## src/rtl/rf_wport_arb.sv

```systemverilog
// rf_wport_arb
//   Register-file write-port arbiter. Each cycle it picks one writer for the
//   RF: the in-order pipeline writeback or the head of a small FIFO holding
//   results from the multi-cycle external ALU. When the FIFO fills, or its
//   head has waited STARVE_MAX cycles, the pipeline is stalled until the
//   FIFO is empty. A pending-destination mask lets ID detect hazards on
//   registers that still await an external result.
//
//   Optional feature macro: RF_WPORT_BYPASS_EN. When defined, an external
//   result that arrives while the FIFO is empty and the pipeline is idle is
//   written straight to the RF instead of being enqueued.
//
// Ports
//   clk, rst                    clock, synchronous active-high reset
//   pipe_we/_dst_addr/_data     pipeline writeback request
//   ext_vld/_dst_addr/_data     external ALU result; ext_rdy = accepted
//   ext_issue/_issue_addr       ID issued an external op to this register
//   stall_pipe                  pipeline must hold WB (pipe_we ignored)
//   rf_we/_dst_addr/_w_data     registered RF write port
//   fifo_cnt                    external-result FIFO occupancy
//   pend_mask                   registers awaiting an external result
module rf_wport_arb #(
  parameter int DEPTH      = 4,
  parameter int STARVE_MAX = 8,
  parameter int AW         = 4,
  parameter int DW         = 32
) (
  input  logic                   clk,
  input  logic                   rst,
  input  logic                   pipe_we,
  input  logic [AW-1:0]          pipe_dst_addr,
  input  logic [DW-1:0]          pipe_data,
  input  logic                   ext_vld,
  output logic                   ext_rdy,
  input  logic [AW-1:0]          ext_dst_addr,
  input  logic [DW-1:0]          ext_data,
  input  logic                   ext_issue,
  input  logic [AW-1:0]          ext_issue_addr,
  output logic                   stall_pipe,
  output logic                   rf_we,
  output logic [AW-1:0]          rf_dst_addr,
  output logic [DW-1:0]          rf_w_data,
  output logic [$clog2(DEPTH):0] fifo_cnt,
  output logic [2**AW-1:0]       pend_mask
);

  localparam int PW = $clog2(DEPTH);
  localparam int CW = PW + 1;
  localparam int SW = $clog2(STARVE_MAX + 1);

  localparam logic [CW-1:0] CNT_FULL = CW'(DEPTH);
  localparam logic [CW-1:0] CNT_ONE  = CW'(1);
  localparam logic [PW-1:0] PTR_ONE  = PW'(1);
  localparam logic [SW-1:0] ST_LIM   = SW'(STARVE_MAX);
  localparam logic [SW-1:0] ST_ONE   = SW'(1);

  logic [AW+DW-1:0] mem_q [DEPTH];

  logic [PW-1:0]    wr_ptr_q, wr_ptr_d;
  logic [PW-1:0]    rd_ptr_q, rd_ptr_d;
  logic [CW-1:0]    cnt_q, cnt_d;
  logic [SW-1:0]    starve_q, starve_d;
  logic             force_drain_q, force_drain_d;
  logic [2**AW-1:0] pend_q, pend_d;
  logic             rf_we_q, rf_we_d;
  logic [AW-1:0]    rf_addr_q, rf_addr_d;
  logic [DW-1:0]    rf_data_q, rf_data_d;

  logic             empty, full, stall, accept, bypass, push, pop;
  logic [AW-1:0]    head_addr;
  logic [DW-1:0]    head_data;

  assign empty  = (cnt_q == '0);
  assign full   = (cnt_q == CNT_FULL);
  assign stall  = force_drain_q && !empty;
  assign accept = ext_vld && ext_rdy;

`ifdef RF_WPORT_BYPASS_EN
  // Stall implies non-empty, so an empty FIFO already excludes a stall.
  assign bypass = accept && empty && !pipe_we;
`else
  assign bypass = 1'b0;
`endif

  assign push = accept && !bypass;
  // A stall always pops; otherwise the FIFO only gets the port when the
  // pipeline does not want it.
  assign pop  = !empty && (stall || !pipe_we);

  assign {head_addr, head_data} = mem_q[rd_ptr_q];

  always_comb begin
    wr_ptr_d      = wr_ptr_q;
    rd_ptr_d      = rd_ptr_q;
    cnt_d         = cnt_q;
    starve_d      = starve_q;
    force_drain_d = force_drain_q;
    pend_d        = pend_q;
    rf_we_d       = 1'b0;
    rf_addr_d     = rf_addr_q;
    rf_data_d     = rf_data_q;

    if (pop) begin
      rd_ptr_d          = rd_ptr_q + PTR_ONE;
      rf_we_d           = 1'b1;
      rf_addr_d         = head_addr;
      rf_data_d         = head_data;
      pend_d[head_addr] = 1'b0;
    end else if (pipe_we) begin
      rf_we_d   = 1'b1;
      rf_addr_d = pipe_dst_addr;
      rf_data_d = pipe_data;
    end else if (bypass) begin
      rf_we_d              = 1'b1;
      rf_addr_d            = ext_dst_addr;
      rf_data_d            = ext_data;
      pend_d[ext_dst_addr] = 1'b0;
    end

    // Applied after the clear so a same-cycle set on the same bit wins.
    if (ext_issue) pend_d[ext_issue_addr] = 1'b1;

    if (push) wr_ptr_d = wr_ptr_q + PTR_ONE;

    unique case ({push, pop})
      2'b10:   cnt_d = cnt_q + CNT_ONE;
      2'b01:   cnt_d = cnt_q - CNT_ONE;
      default: cnt_d = cnt_q;
    endcase

    if (empty || pop)         starve_d = '0;
    else if (starve_q != ST_LIM) starve_d = starve_q + ST_ONE;

    // Emptying takes precedence so a drain never outlives its contents.
    if (cnt_d == '0)                      force_drain_d = 1'b0;
    else if (full || starve_q == ST_LIM)  force_drain_d = 1'b1;
  end

  always_ff @(posedge clk) begin
    if (rst) begin
      wr_ptr_q      <= '0;
      rd_ptr_q      <= '0;
      cnt_q         <= '0;
      starve_q      <= '0;
      force_drain_q <= 1'b0;
      pend_q        <= '0;
      rf_we_q       <= 1'b0;
      rf_addr_q     <= '0;
      rf_data_q     <= '0;
    end else begin
      wr_ptr_q      <= wr_ptr_d;
      rd_ptr_q      <= rd_ptr_d;
      cnt_q         <= cnt_d;
      starve_q      <= starve_d;
      force_drain_q <= force_drain_d;
      pend_q        <= pend_d;
      rf_we_q       <= rf_we_d;
      rf_addr_q     <= rf_addr_d;
      rf_data_q     <= rf_data_d;
    end
  end

  // Storage needs no reset: occupancy and pointers define what is valid.
  always_ff @(posedge clk) begin
    if (push) mem_q[wr_ptr_q] <= {ext_dst_addr, ext_data};
  end

  assign ext_rdy     = !rst && !full;
  assign stall_pipe  = stall;
  assign rf_we       = rf_we_q;
  assign rf_dst_addr = rf_addr_q;
  assign rf_w_data   = rf_data_q;
  assign fifo_cnt    = cnt_q;
  assign pend_mask   = pend_q;

endmodule

```

## config.mk

```make
export PLATFORM = sky130hd
export DESIGN_NAME = rf_wport_arb
export DESIGN_NICKNAME = d
export VERILOG_FILES = /design/src/rtl/rf_wport_arb.sv
export SDC_FILE = /design/constraint.sdc
export NUM_CORES = 1
export LEC_CHECK = 0
export BUFFER_PORTS_ARGS = -buffer_cell sky130_fd_sc_hd__buf_4
export CAP_MARGIN = 10
export CORE_UTILIZATION = 55
export DETAILED_ROUTE_END_ITERATION = 7
export PLACE_DENSITY_LB_ADDON = 0.3
export SKIP_CTS_REPAIR_TIMING = 1
export SYNTH_ARGS = -nofsm -noshare
export SYNTH_HDL_FRONTEND = slang
export SYNTH_SLANG_ARGS = --single-unit
```

## constraint.sdc

```tcl
create_clock -name clk -period 3.4 [get_ports clk]
set_input_delay 0.51 -clock clk [delete_from_list [all_inputs] [get_ports clk]]
set_output_delay 0.51 -clock clk [all_outputs]
set_load 0.03 [all_outputs]
```

==> run metrics <==
Worst Setup End Kind flip-flop; R2R depth 9; leakage 3.55 nW; min-delay src ext_dst_addr[2]; Worst Setup Start Kind flip-flop; Area after DPL 9560 um^2; fin area 10200 um^2; asr flop ratio synth 0%; status complete, no violations; via count 5489; Vias/cell 6.12; area added between synthesis and finish 21.2%; CTS Buf Count 21; final-report hold violation count 0; initial antenna violation count 1; Worst-Skew Late Latency 490 ps; CP max stage cell dfxtp_1; Yosys top cell area share 51.2%; ys flop type edfxtp_1; RSZ-0062 raised after global routing no; Post-Route Setup TNS 0 ps; FF-to-FF End force_drain_q; CTS tree built; Max Freq 361 MHz; Pre-Repair DR Iteration Count 5; Num Clock Sinks 211; hold path cells 1; Core Rows 44; Max-slew headroom 30.7%; Worst-path clk slew 70 ps; Antenna Nets Post-Route 0; Post-Route Skew 13.1 ps; DRC violations left 0; Max clock buf depth 3; EDFF count, synth 144; flop2flop setup slack 630 ps; most numerous cell in the Yosys netlist edfxtp_1; Netlist cell types 49; Cell Pwr Density 759 nW/um^2; Detailed Route Iter0 Violations 411; CP startpoint fifo_cnt[2]; hold endpoint mem_q[1][34]; Area contributors post-synth edfxtp_1, dfxtp_1, mux4_2; Crit Path Class flip-flop to flip-flop; Post-Syn Area 8440 um^2; Starting Density 57.2%; R2R Path Start fifo_cnt[2]; Max-Cap Viols 0; Hold Crit Class input pin to flip-flop; routed wire length 18.4 mm; DIE AREA 15900 um^2; Die W 126 um; Final setup viols 0; total congestion overflow 0; post-DP HPWL 11.2 mm; PortBufs 138; Max rail drop VDD 514 uV; Crit path arrival time 3150 ps; Yosys Warn Count 0; Post-synth top cells edfxtp_1, o21ai_0, dfxtp_1; period utilization 81.5%; crit-path max FO 13; GPL Wtd Cong 0.824; Tmin final 2770 ps; crit path cell chain or3b_1 -> and3_1 -> inv_1 -> ha_1 -> inv_1 -> fa_1 -> xor2_1 -> xor2_1 -> a221oi_1; Routed WL per cell 20.5 um; Synth Register Bits 211; largest net degree at the start of global routing 68; core area 14800 um^2; Die Y 126 um; Syn Area/Cell 14.5 um^2; syn nets 671; CTS HTree Levels 1; Max stage delay on crit path 620 ps; Final #Nets 787; post-synthesis sequential area ratio 67.1%; Ports 139; CP required 3780 ps; Final Max Tran Viols 0; Root Driver clkbuf_16; ratio of cells with drive above 1 in the final layout 31.9%; vias in the first global route 5536; Synth area leader edfxtp_1; first-pass GRT wire length 28.9 mm; GRT Overall Usage 23.5%; Syn Inst Count 582; measured slew at the worst slew-check pin 1040 ps
## logic make-up after synthesis
kind of cell / synth area share (%)
simple gates: 6.92
fa+ha+maj: 1.27
flops: 67.1
buf+inv: 3.13
xor+xnor: 0.519
mux: 9.85
compound gates: 11.2
## power breakdown
part | internal (W) | switching (W) | leakage (nW)
clock network | 0.00137 | 0.000931 | 0.332
registers | 0.00302 | 0.000212 | 1.86
logic | 0.000848 | 0.00140 | 1.36
total | 0.00523 | 0.00254 | 3.55
## critical path: cells and delay by family, from the launching register on
kind | cells | cell delay (ps)
buf+inv | 2 | 140
fa+ha+maj | 2 | 560
simple gates | 2 | 730
flops | 1 | 620
xor+xnor | 2 | 330
compound gates | 1 | 280
## layer usage
| metal | up-vias | global-route usage, % | part of all wire (%) |
|---|---|---|---|
| met5 | - | 0 | 0 |
| li1 | 2527 | - | - |
| met1 | 2715 | 30.8 | 41 |
| met4 | 0 | 8.01 | 2.4 |
| met2 | 210 | 40.0 | 50 |
| met3 | 37 | 4.04 | 5.9 |
## registers in the layout (all words and copies together), names as in the netlist, named ones only
register       count
fifo_cnt           3
force_drain_q      1
mem_q            144
pend_mask         16
rd_ptr_q           2
rf_dst_addr        4
rf_w_data         32
rf_we              1
starve_q           4
wr_ptr_q           2
## layout by cell type, fill, tap and decap left out, drive strengths merged, types with 2 or more instances in the layout
| cell | n |
|---|---|
| nand2b | 2 |
| inv | 12 |
| and2 | 6 |
| dfxtp | 67 |
| o21ai | 71 |
| a311oi | 16 |
| nor2b | 4 |
| clkinv | 7 |
| nor2 | 11 |
| and3 | 2 |
| or3 | 2 |
| nor4b | 5 |
| o31ai | 2 |
| nor3b | 2 |
| nand3b | 2 |
| nand2 | 11 |
| clkbuf | 26 |
| mux4 | 36 |
| edfxtp | 144 |
| and3b | 2 |
| ha | 7 |
| bufinv | 3 |
| nand3 | 40 |
| a31oi | 37 |
| nor3 | 2 |
| buf | 143 |
| a21oi | 24 |
| xor2 | 4 |
| a211oi | 6 |
| or4 | 2 |
## area by class of cell
class | instances | area (um^2)
clock buffer | 26 | 544
multi-input combinational | 309 | 2530
timing repair buffer | 143 | 1090
inverter | 12 | 45.0
sequential | 211 | 5670
fill | 1001 | 4520
clock inverter | 11 | 131
tap | 184 | 230
antenna | 1 | 2.50
## through the flow
step / setup slack [ps] / hold slack [ps] / std cells / util, % / total power, W
floorplan: 731 / 453 / 582 / - / 0.00482
global placement: 831 / 454 / 859 / 64.8 / 0.00545
detailed placement: 668 / 480 / 859 / 64.8 / 0.00553
CTS: 647 / 206 / 896 / 69.4 / 0.00781
global route: 521 / 206 / 897 / 69.4 / 0.00812
finish: 627 / 217 / 897 / 69.4 / 0.00777
## how the worst max path moves through the flow
stage / slack, ps / endpoint
finish: 630 / force_drain_q
global route: 520 / force_drain_q
global placement: 830 / fifo_cnt[2]
CTS: 650 / force_drain_q
detailed placement: 670 / force_drain_q
floorplan: 730 / fifo_cnt[2]
No activity file was read; power rests on OpenSTA's default activity.
